## src/rtl/lcd_pkg.sv

```systemverilog
// Shared types and constants for the HD44780 4-bit LCD sequencer.
package lcd_pkg;

  localparam int unsigned WAIT_CNT_W = 20;
  localparam int unsigned INIT_STEPS = 8;

  typedef enum logic [2:0] {
    PWRUP_WAIT,
    INIT,
    NIB_HI,
    NIB_LO,
    WAIT,
    IDLE
  } lcd_state_e;

  typedef enum logic [1:0] {
    W_INIT1,
    W_INIT2,
    W_CMD,
    W_CLR
  } wait_sel_e;

  typedef struct packed {
    logic       isNibble;
    logic       rs;
    logic [7:0] data;
    wait_sel_e  waitSel;
  } init_entry_t;

  // Clear display (0x01) and return home (0x02/0x03) need the long settle time.
  function automatic logic is_clear_home(input logic rs, input logic [7:0] data);
    return !rs && ((data == 8'h01) || (data == 8'h02) || (data == 8'h03));
  endfunction

  // Power-on init program: three 0x3 wake nibbles, 0x2 to enter 4-bit mode,
  // then function set, display on, clear, entry mode as full bytes.
  function automatic init_entry_t init_rom(input logic [2:0] idx);
    init_entry_t entry;
    case (idx)
      3'd0:    entry = '{1'b1, 1'b0, 8'h03, W_INIT1};
      3'd1:    entry = '{1'b1, 1'b0, 8'h03, W_INIT2};
      3'd2:    entry = '{1'b1, 1'b0, 8'h03, W_INIT2};
      3'd3:    entry = '{1'b1, 1'b0, 8'h02, W_CMD};
      3'd4:    entry = '{1'b0, 1'b0, 8'h28, W_CMD};
      3'd5:    entry = '{1'b0, 1'b0, 8'h0C, W_CMD};
      3'd6:    entry = '{1'b0, 1'b0, 8'h01, W_CLR};
      default: entry = '{1'b0, 1'b0, 8'h06, W_CMD};
    endcase
    return entry;
  endfunction

endpackage

```

## src/rtl/lcd_nibble_tx.sv

```systemverilog
// Drives one timed 4-bit transfer: setup with E low, E high pulse, hold gap.
module lcd_nibble_tx #(
  parameter int unsigned E_SETUP_CYC    = 2,
  parameter int unsigned E_HIGH_CYC     = 14,
  parameter int unsigned NIBBLE_GAP_CYC = 27
) (
  input  logic       sys_clk,
  input  logic       rst_n,
  input  logic       start,
  input  logic       rs,
  input  logic [3:0] nib,
  output logic       busy,
  output logic       done,
  output logic       lcd_e,
  output logic       lcd_rs,
  output logic [3:0] lcd_db
);

  localparam int unsigned NIB_CYC = E_SETUP_CYC + E_HIGH_CYC + NIBBLE_GAP_CYC;
  localparam logic [15:0] NIB_LAST = 16'(NIB_CYC - 1);
  localparam logic [15:0] E_ON     = 16'(E_SETUP_CYC);
  localparam logic [15:0] E_OFF    = 16'(E_SETUP_CYC + E_HIGH_CYC);

  logic        busy_q, busy_d;
  logic [15:0] cnt_q, cnt_d;
  logic        rs_q, rs_d;
  logic [3:0]  db_q, db_d;
  logic        e_q, e_d;

  // Next-state: a start (even on the last cycle of a nibble) reloads bus and counter.
  always_comb begin
    busy_d = busy_q;
    cnt_d  = cnt_q;
    rs_d   = rs_q;
    db_d   = db_q;
    if (start) begin
      busy_d = 1'b1;
      cnt_d  = '0;
      rs_d   = rs;
      db_d   = nib;
    end else if (busy_q) begin
      if (cnt_q == NIB_LAST) begin
        busy_d = 1'b0;
        cnt_d  = '0;
      end else begin
        cnt_d = cnt_q + 16'd1;
      end
    end
    e_d = busy_d && (cnt_d >= E_ON) && (cnt_d < E_OFF);
  end

  // Registered pins so E never glitches; rs/db keep their value once idle.
  always_ff @(posedge sys_clk or negedge rst_n) begin
    if (!rst_n) begin
      busy_q <= 1'b0;
      cnt_q  <= '0;
      rs_q   <= 1'b0;
      db_q   <= '0;
      e_q    <= 1'b0;
    end else begin
      busy_q <= busy_d;
      cnt_q  <= cnt_d;
      rs_q   <= rs_d;
      db_q   <= db_d;
      e_q    <= e_d;
    end
  end

  assign busy   = busy_q;
  assign done   = busy_q && (cnt_q == NIB_LAST);
  assign lcd_e  = e_q;
  assign lcd_rs = rs_q;
  assign lcd_db = db_q;

endmodule

```

## src/rtl/lcd_hd44780_ctrl.sv

```systemverilog
// HD44780 4-bit sequencer: power-on init, then byte writes via valid/ready.
module lcd_hd44780_ctrl
  import lcd_pkg::*;
#(
  parameter int unsigned PWRUP_CYC      = 540000,
  parameter int unsigned INIT_WAIT1_CYC = 121500,
  parameter int unsigned INIT_WAIT2_CYC = 2700,
  parameter int unsigned CMD_WAIT_CYC   = 1350,
  parameter int unsigned CLR_WAIT_CYC   = 54000,
  parameter int unsigned E_SETUP_CYC    = 2,
  parameter int unsigned E_HIGH_CYC     = 14,
  parameter int unsigned NIBBLE_GAP_CYC = 27
) (
  input  logic       sys_clk,
  input  logic       rst_n,
  input  logic       cmd_valid,
  input  logic       cmd_rs,
  input  logic [7:0] cmd_data,
  output logic       cmd_ready,
  output logic       init_done,
  output logic       lcd_e,
  output logic       lcd_rw,
  output logic       lcd_rs,
  output logic [3:0] lcd_db
);

  localparam logic [WAIT_CNT_W-1:0] PWRUP_LAST = WAIT_CNT_W'(PWRUP_CYC - 1);
  localparam logic [WAIT_CNT_W-1:0] INIT1_LAST = WAIT_CNT_W'(INIT_WAIT1_CYC - 1);
  localparam logic [WAIT_CNT_W-1:0] INIT2_LAST = WAIT_CNT_W'(INIT_WAIT2_CYC - 1);
  localparam logic [WAIT_CNT_W-1:0] CMD_LAST   = WAIT_CNT_W'(CMD_WAIT_CYC - 1);
  localparam logic [WAIT_CNT_W-1:0] CLR_LAST   = WAIT_CNT_W'(CLR_WAIT_CYC - 1);

  lcd_state_e            state_q, state_d;
  logic [WAIT_CNT_W-1:0] waitCnt_q, waitCnt_d;
  logic [2:0]            step_q, step_d;
  wait_sel_e             waitSel_q, waitSel_d;
  logic                  byteRs_q, byteRs_d;
  logic [3:0]            byteLo_q, byteLo_d;
  logic                  initDone_q, initDone_d;

  logic                  txStart, txRs, txBusy, txDone;
  logic [3:0]            txNib;
  logic                  doLaunch;
  logic [2:0]            launchIdx;
  init_entry_t           romEntry;
  logic [WAIT_CNT_W-1:0] waitLast;

  lcd_nibble_tx #(
    .E_SETUP_CYC   (E_SETUP_CYC),
    .E_HIGH_CYC    (E_HIGH_CYC),
    .NIBBLE_GAP_CYC(NIBBLE_GAP_CYC)
  ) u_nibble_tx (
    .sys_clk(sys_clk),
    .rst_n  (rst_n),
    .start  (txStart),
    .rs     (txRs),
    .nib    (txNib),
    .busy   (txBusy),
    .done   (txDone),
    .lcd_e  (lcd_e),
    .lcd_rs (lcd_rs),
    .lcd_db (lcd_db)
  );

  // Select the init step to launch and the length of the current wait.
  always_comb begin
    launchIdx = (state_q == PWRUP_WAIT) ? 3'd0 : (step_q + 3'd1);
    romEntry  = init_rom(launchIdx);
    waitLast  = CMD_LAST;
    case (waitSel_q)
      W_INIT1: waitLast = INIT1_LAST;
      W_INIT2: waitLast = INIT2_LAST;
      W_CMD:   waitLast = CMD_LAST;
      W_CLR:   waitLast = CLR_LAST;
      default: waitLast = CMD_LAST;
    endcase
  end

  // Main sequencer: a new transfer is launched on the last cycle of the
  // preceding wait so the nibble engine starts with no dead cycle.
  always_comb begin
    state_d    = state_q;
    waitCnt_d  = waitCnt_q;
    step_d     = step_q;
    waitSel_d  = waitSel_q;
    byteRs_d   = byteRs_q;
    byteLo_d   = byteLo_q;
    initDone_d = initDone_q;
    txStart    = 1'b0;
    txRs       = byteRs_q;
    txNib      = byteLo_q;
    doLaunch   = 1'b0;
    case (state_q)
      PWRUP_WAIT: begin
        if (waitCnt_q == PWRUP_LAST) begin
          waitCnt_d = '0;
          doLaunch  = 1'b1;
        end else begin
          waitCnt_d = waitCnt_q + 1'b1;
        end
      end
      INIT, NIB_LO: begin
        if (txDone) begin
          state_d   = WAIT;
          waitCnt_d = '0;
        end
      end
      NIB_HI: begin
        if (txDone) begin
          txStart = 1'b1;
          state_d = NIB_LO;
        end
      end
      WAIT: begin
        if (waitCnt_q == waitLast) begin
          waitCnt_d = '0;
          if (initDone_q || (step_q == 3'(INIT_STEPS - 1))) begin
            state_d    = IDLE;
            initDone_d = 1'b1;
          end else begin
            step_d   = step_q + 3'd1;
            doLaunch = 1'b1;
          end
        end else begin
          waitCnt_d = waitCnt_q + 1'b1;
        end
      end
      IDLE: begin
        if (cmd_valid) begin
          txStart   = 1'b1;
          txRs      = cmd_rs;
          txNib     = cmd_data[7:4];
          byteRs_d  = cmd_rs;
          byteLo_d  = cmd_data[3:0];
          waitSel_d = is_clear_home(cmd_rs, cmd_data) ? W_CLR : W_CMD;
          state_d   = NIB_HI;
        end
      end
      default: state_d = PWRUP_WAIT;
    endcase
    if (doLaunch) begin
      txStart   = 1'b1;
      txRs      = romEntry.rs;
      byteRs_d  = romEntry.rs;
      byteLo_d  = romEntry.data[3:0];
      waitSel_d = romEntry.waitSel;
      if (romEntry.isNibble) begin
        txNib   = romEntry.data[3:0];
        state_d = INIT;
      end else begin
        txNib   = romEntry.data[7:4];
        state_d = NIB_HI;
      end
    end
  end

  // State and wait-counter registers; reset restarts the full init sequence.
  always_ff @(posedge sys_clk or negedge rst_n) begin
    if (!rst_n) begin
      state_q    <= PWRUP_WAIT;
      waitCnt_q  <= '0;
      step_q     <= '0;
      waitSel_q  <= W_INIT1;
      byteRs_q   <= 1'b0;
      byteLo_q   <= '0;
      initDone_q <= 1'b0;
    end else begin
      state_q    <= state_d;
      waitCnt_q  <= waitCnt_d;
      step_q     <= step_d;
      waitSel_q  <= waitSel_d;
      byteRs_q   <= byteRs_d;
      byteLo_q   <= byteLo_d;
      initDone_q <= initDone_d;
    end
  end

  // The nibble engine must always be quiet whenever the sequencer is idle.
  assert property (@(posedge sys_clk) disable iff (!rst_n) (state_q == IDLE) |-> !txBusy);

  assign cmd_ready = (state_q == IDLE);
  assign init_done = initDone_q;
  assign lcd_rw    = 1'b0;

endmodule

```

## config.mk

```make
export PLATFORM = sky130hd
export DESIGN_NAME = lcd_hd44780_ctrl
export DESIGN_NICKNAME = d
export VERILOG_FILES = /design/src/rtl/lcd_pkg.sv /design/src/rtl/lcd_nibble_tx.sv /design/src/rtl/lcd_hd44780_ctrl.sv
export SDC_FILE = /design/constraint.sdc
export NUM_CORES = 1
export LEC_CHECK = 0
export ABC_CLOCK_PERIOD_IN_PS = 3000
export CAP_MARGIN = 15
export CORE_MARGIN = 1
export CORE_UTILIZATION = 54
export DETAILED_ROUTE_END_ITERATION = 6
export PLACE_DENSITY = 0.77
export SETUP_SLACK_MARGIN = 0.02
export SYNTH_ARGS = -nofsm -noshare
export SYNTH_HDL_FRONTEND = slang
export SYNTH_HIERARCHICAL = 1
export SYNTH_SLANG_ARGS = --single-unit
```

## constraint.sdc

```tcl
create_clock -name sys_clk -period 3 [get_ports sys_clk]
set_clock_uncertainty 0.15 [all_clocks]
set_input_delay 0.6 -clock sys_clk [delete_from_list [all_inputs] [get_ports sys_clk]]
set_output_delay 0.6 -clock sys_clk [all_outputs]
set_load 0.05 [all_outputs]
```

==> flow_metrics.tcl, run 1 <==
set metrics [dict create \
    synth_seq_area_share_pct 38.7 \
    clkTransAtPathRegs_ns 0.07 \
    synthMuxAreaShare_pct 2.92 \
    synth-edff-count 0 \
    path_cells "inv_1, ha_1, or4b_1, o22ai_2, nand4_4, o31ai_4, buf_4, o21ai_0, mux2_2" \
    register_area_sq_mm 0.00143 \
    port_buffers 19 \
    switching_power_uw 340 \
    drive_gt1_share_pct 12.6 \
    grt_pass1_vias 2882 \
    antennaDiodeCount 0 \
    fmax_mhz 356 \
    drc 0 \
    grt_antenna_before_repair 0 \
    synth-xor-area-share_pct 8.08 \
    placementRows 29 \
    slew_headroom_pct 57.0 \
    cts_tree "built" \
    pin_count 21 \
    slowest_stage "or4b_1" \
    synthSimpleGateAreaFrac_pct 29.2 \
    grt_max_degree 34 \
    p_int_mw 1.19 \
    finalWirelength_mm 7.69 \
    cp_top_family "simple AND/OR/NAND/NOR gates" \
    peakVddDrop_v 0.000318 \
    via_per_inst 6.09 \
    synthToLayoutAreaGrowth_pct 11.5 \
    r2r_slack_ns 0.19 \
    period_minus_slack_ns 2.81 \
    yosys.area.top_type "dfrtp_1" \
    hpwl_mm 5.44 \
    synthTopCellsByArea "dfrtp_1, nor2_1, xnor2_1, xor2_1, nand2_1" \
    hold_path_class "input pin to asynchronous set/reset pin" \
    cts.sinks 57 \
    synthesis.nets 427 \
    track_usage_pct 23.3 \
    route.vias.total 3070 \
    ys_types 79 \
    multi_input_area_sq_mm 0.00208 \
    startpoint_type "flip-flop" \
    yosysMostFrequentCell "dfrtp_1" \
    cp-end-kind "flip-flop" \
    synthFlopType "dfrtp_1" \
    yosysWarnings 6 \
    drv_slew 0 \
    rsz0062_at_grt "yes" \
    grt-ovfl-total 0 \
    synth_top_family_by_area "simple AND/OR/NAND/NOR gates" \
    core_sq_mm 0.00646 \
    drtAntennaViolNets 0 \
    clockBufferDepth 2 \
    status "finished, final reports clean" \
    async_flop_share_pct 100 \
    post_drt_wl_per_cell_um 15.3 \
    pwr-share-clk_pct 47.2 \
    worstPathArrival_ns 2.89 \
    swShare_pct 22.3 \
    p_leak_nw 1.85 \
    cts.root.buffer_cell "clkbuf_8" \
    drv_cap 0 \
    syn_avg_cell_area_sq_um 9.08 \
    initial_core_util_pct 57.1 \
    syn_inst 406 \
    synthTopCellsByCount "dfrtp_1, nor2_1, nand2_1, nand3_1" \
    cp.depth 9 \
    yosys.area_share.adder_pct 3.06 \
    critical_path_required_ns 3.08 \
    grt_pass1_wl_mm 13.3 \
    gp_congestion 0.868 \
    worst_pin_slew_ns 0.639 \
    power_density_mw_per_mm2 372 \
    slowest_delay_ns 0.50 \
    fill_cells 558 \
    dieArea_sq_mm 0.00716 \
    crit_type "flip-flop to flip-flop" \
    critPathMaxFanout 16 \
    numCtsBuffers 9 \
    r2r_cells 9 \
    synth_area_sq_mm 0.00368 \
    period_share_pct 93.7 \
    crit_buf_inv 2 \
    synth_compound_area_share_pct 12.8 \
    power_mw 1.53 \
    die_h_um 84.6 \
    drt_first_pass_iters 7 \
    seq_power_share_pct 50.3 \
    setup_violations 0 \
    yosysTopAreaCellShare_pct 38.7 \
    hold_buffers 0 \
    combPwrFrac_pct 2.5 \
    drt_iter0_markers 170 \
    worstSkewPairLatency_ns 0.34 \
    hold_violations 0 \
    nNetsFinal 443 \
    die_x_um 84.6 \
    ys_ff_latch 57 \
    cts_max_level 3 \
    tns_ns 0 \
]
==> cells by family (layout without fill, tap and decap cells) <==
logic type                 Yosys count  in the layout
and+or+nand+nor                    198            198
AOI/OAI and AO/OA                   63             63
DFF                                 57             57
xor gates and xnor gates            34             34
buffers and inverters               34             55
muxes                               10             10
adders and majority gates            9              9
other                                1              1
==> power groups by stage <==
stage / Combinational (mW) / Clock [mW] / Sequential (mW)
finish: 0.0379 / 0.720 / 0.768
global route: 0.0429 / 0.767 / 0.768
CTS: 0.0391 / 0.729 / 0.768
detailed placement: 0.0389 / 0 / 0.783
global placement: 0.0386 / 0 / 0.783
floorplan: 0.00483 / 0 / 0.783
==> per-layer routing <==
| metal | global-route usage, % | routed length (um) |
|---|---|---|
| met1 | 33.0 | 3720 |
| met2 | 34.8 | 3450 |
| met3 | 4.03 | 331 |
| met4 | 11.2 | 186 |
| met5 | 0 | 0 |
==> sequential cells by signal (all words and copies together), names as in the netlist <==
| signal | count |
|---|---|
| step_q | 3 |
| u_nibble_tx/lcd_db | 4 |
| state_q | 3 |
| byteRs_q | 1 |
| u_nibble_tx/busy | 1 |
| u_nibble_tx/cnt_q | 16 |
| u_nibble_tx/lcd_rs | 1 |
| byteLo_q | 4 |
| u_nibble_tx/lcd_e | 1 |
| waitCnt_q | 20 |
| waitSel_q | 2 |
| init_done | 1 |
==> cells in the final DEF (no fill, tap or decap), drive strengths merged, types with 10 or more instances in the layout <==
cell type | synthesis | layout
buf | 14 | 10
xnor2 | 17 | 17
nor2 | 53 | 53
inv | 11 | 11
xor2 | 17 | 17
dfrtp | 57 | 57
o21ai | 14 | 14
nand3 | 27 | 27
clkbuf | 9 | 11
nor3 | 11 | 11
clkdlybuf4s50 | 0 | 18
nand2 | 38 | 38
==> final timing paths <==
| check | from | end |
|---|---|---|
| hold / removal | rst_n | waitCnt_q[17]$_DFFE_PN0P_ |
| max in group asynchronous | rst_n | waitSel_q[0]$_DFFE_PN0P_ |
| min in group sys_clk | u_nibble_tx/lcd_rs$_DFFE_PN0P_ | u_nibble_tx/lcd_rs$_DFFE_PN0P_ |
| hold reg to reg | u_nibble_tx/lcd_rs$_DFFE_PN0P_ | u_nibble_tx/lcd_rs$_DFFE_PN0P_ |
| setup reg to reg | waitSel_q[0]$_DFFE_PN0P_ | u_nibble_tx/lcd_rs$_DFFE_PN0P_ |
| setup / recovery | waitSel_q[0]$_DFFE_PN0P_ | u_nibble_tx/lcd_rs$_DFFE_PN0P_ |
==> per-stage QoR <==
step / hold slack, ns / setup slack, ns / utilization [%] / instance area [sq um] / instances
5_1_grt: 0.166 / 0.00322 / 63.6 / 4110 / 504
3_5_place_dp: 0.344 / 0.0546 / 60.2 / 3890 / 487
2_1_floorplan: 0.154 / 0.0414 / - / 3680 / 406
3_3_place_gp: 0.341 / 0.155 / 60.2 / 3890 / 487
4_1_cts: 0.133 / 0.0507 / 63.3 / 4090 / 503
6_report: 0.112 / 0.189 / 63.6 / 4110 / 504
==> worst register-to-register path, stage by stage (launching register included) <==
cell,delay [ns]
dfrtp_1,0.40
inv_1,0.09
ha_1,0.25
or4b_1,0.50
o22ai_2,0.24
nand4_4,0.18
o31ai_4,0.23
buf_4,0.25
o21ai_0,0.15
mux2_2,0.28
==> what timing repair did <==
action                     CTS  global route
setup buffers                0             1
setup endpoints to repair    0            22
resized for setup            0             3
==> layout make-up <==
class                           instances  share of cell area (%)
Clock buffer                           11                    3.44
Inverter                               11                    1.00
Tap cell                               77                    2.34
Sequential cell                        57                    34.7
Clock inverter                          5                    1.34
Timing Repair Buffer                   28                    6.46
Multi-Input combinational cell        315                    50.7
Power figures use the tool's default switching activity.
==> inputs of run 2 (changes only) <==
SKIP_LAST_GASP = 1   (was default)
==> results of run 2 <==
Same layout as run 1: the final DEF is identical, and so are final timing and power.
==> inputs of run 3 (changes only) <==
GPL_TIMING_DRIVEN = 0   (was default)
==> flow_metrics.tcl, run 3 (synthesized netlist as in run 1, its figures left out) <==
set metrics [dict create \
    cts.root.buffer_cell "clkbuf_8" \
    top_regs "waitCnt_q (20), u_nibble_tx/cnt_q (16)" \
    drt_iter0_markers 271 \
    fin_area_sq_mm 0.00429 \
    cts_tree "built" \
    cp-end-kind "flip-flop" \
    gp_congestion 0.852 \
    critPathMostFrequentCell "buf_6" \
    post_drt_wl_per_cell_um 15.3 \
    route.vias.total 3111 \
    r2r-start "waitSel_q[1]$_DFFE_PN0P_" \
    r2r_cells 10 \
    drc 0 \
    slew_headroom_pct 55.2 \
    pwr-share-clk_pct 50.1 \
    period_minus_slack_ns 2.87 \
    r2r-end "u_nibble_tx/lcd_rs$_DFFE_PN0P_" \
    finalWirelength_mm 8.02 \
    antennaDiodeCount 0 \
    dp.cells 503 \
    port_buffers 19 \
    seq_power_share_pct 47.4 \
    grt_pass1_wl_mm 14.0 \
    hold_path_class "input pin to asynchronous set/reset pin" \
    switching_power_uw 368 \
    hold_slack_ns 0.0386 \
    post_dp_cell_area_sq_mm 0.00399 \
    clkTransAtPathRegs_ns 0.07 \
    drive_gt1_share_pct 16.1 \
    status "finished, final reports clean" \
    pin_count 21 \
    crit_type "flip-flop to flip-flop" \
    clockBufferDepth 2 \
    placementRows 29 \
    worstPathArrival_ns 2.96 \
    critPathMaxFanout 10 \
    p_int_mw 1.25 \
    die_h_um 84.6 \
    slowest_delay_ns 0.47 \
    period_share_pct 95.7 \
    p_leak_nw 1.97 \
    hpwl_mm 5.50 \
    setup_violations 0 \
    critical_path_required_ns 3.09 \
    grt-ovfl-total 0 \
    slowest_stage "or4b_4" \
    stdcell_count 524 \
    numCtsBuffers 9 \
    drtAntennaViolNets 0 \
    regMostFlops "waitCnt_q" \
    nNetsFinal 463 \
    fmax_mhz 348 \
    power_density_mw_per_mm2 378 \
    grt_max_degree 41 \
    synthToLayoutAreaGrowth_pct 16.3 \
    r2r_slack_ns 0.13 \
    grt_pass1_vias 2921 \
    cts_max_level 3 \
    grt_antenna_before_repair 0 \
    crit_buf_inv 3 \
    worst_pin_slew_ns 0.667 \
    swShare_pct 22.7 \
    hold_buffers 0 \
    hold_violations 0 \
    track_usage_pct 24.8 \
    combPwrFrac_pct 2.4 \
    dieArea_sq_mm 0.00716 \
    via_per_inst 5.94 \
    die_x_um 84.6 \
    cp_top_family "simple AND/OR/NAND/NOR gates" \
    core_sq_mm 0.00646 \
    peakVddDrop_v 0.000255 \
    path_cells "inv_1, ha_1, or4b_4, a22oi_4, nand4_4, o31ai_4, buf_6, buf_6, o21ai_0, mux2_2" \
    drv_cap 0 \
    drv_slew 0 \
    cts.sinks 57 \
    initial_core_util_pct 57.1 \
    drt_first_pass_iters 7 \
    largest_reg_flops 20 \
    startpoint_type "flip-flop" \
    layout.cells.most_common_list "dfrtp_1, nor2_1, nand2_1" \
    layout_commonest_cell "dfrtp_1" \
    worstSkewPairLatency_ns 0.35 \
]
## run 3: per-stage QoR
stage / power, mW / setup slack [ns] / utilization (%) / setup TNS [ns]
detailed placement: 0.823 / -0.469 / 61.7 / -8.52
finish: 1.62 / 0.129 / 66.4 / 0
floorplan: 0.788 / 0.0414 / - / 0
global placement: 0.820 / -0.615 / 61.5 / -42.51
CTS: 1.63 / 0.0356 / 65.7 / 0
global route: 1.68 / -0.00265 / 66.4 / -0.00265
## run 3: layout make-up
type	count	area, sq um
Clock inverter	7	93.8
Sequential cell	57	1430
Timing Repair Buffer	26	269
Fill cell	523	2170
Multi-Input combinational cell	315	2090
Inverter	11	41.3
Buffer	22	144
Tap cell	77	96.3
Clock buffer	9	124
## run 3: worst reg2reg max path, delay by kind of cell (launching register included)
family	cells	cell delay, ns
buffers and inverters	3	0.41
AND/OR/NAND/NOR	2	0.63
AO/OA/AOI/OAI	3	0.62
adder cells (fa/ha/maj)	1	0.29
multiplexers	1	0.28
flip-flops	1	0.38
## run 3: repair_timing
item,4_1_cts,5_1_grt
setup buffers,3,3
endpoints found under the setup margin,27,19
gates cloned,0,0
pin swaps,1,2
gates resized for setup,4,3
## run 3: worst max path at each step
| stage | start | to | slack [ns] | cells after the start |
|---|---|---|---|---|
| after floorplan | state_q[2]$_DFFE_PN0P_ | u_nibble_tx/cnt_q[11]$_DFF_PN0_ | 0.04 | 12 |
| after global placement | rst_n | u_nibble_tx/lcd_db[1]$_DFFE_PN0P_ | -0.61 | 1 |
| after detailed placement | waitSel_q[1]$_DFFE_PN0P_ | u_nibble_tx/cnt_q[4]$_DFF_PN0_ | -0.47 | 13 |
| after CTS | waitSel_q[1]$_DFFE_PN0P_ | u_nibble_tx/lcd_rs$_DFFE_PN0P_ | 0.04 | 10 |
| after global routing | waitSel_q[1]$_DFFE_PN0P_ | u_nibble_tx/lcd_rs$_DFFE_PN0P_ | -0.003 | 10 |
| final | waitSel_q[1]$_DFFE_PN0P_ | u_nibble_tx/lcd_rs$_DFFE_PN0P_ | 0.13 | 10 |
## run 3: power groups by stage
stage               clock (mW)  combinational, mW  sequential (mW)
global placement             0             0.0374            0.783
floorplan                    0            0.00483            0.783
finish                   0.812             0.0392            0.768
global route             0.865             0.0447            0.768
detailed placement           0             0.0405            0.783
CTS                      0.825             0.0407            0.768
## run 3: metal layers
layer  GRT usage, %  wire length (um)  up-vias
li1               -                 -     1513
met1           35.5              3760     1480
met2           37.4              3660       99
met3           4.03               420       19
met4           10.8               176        0
met5              0                 0        -
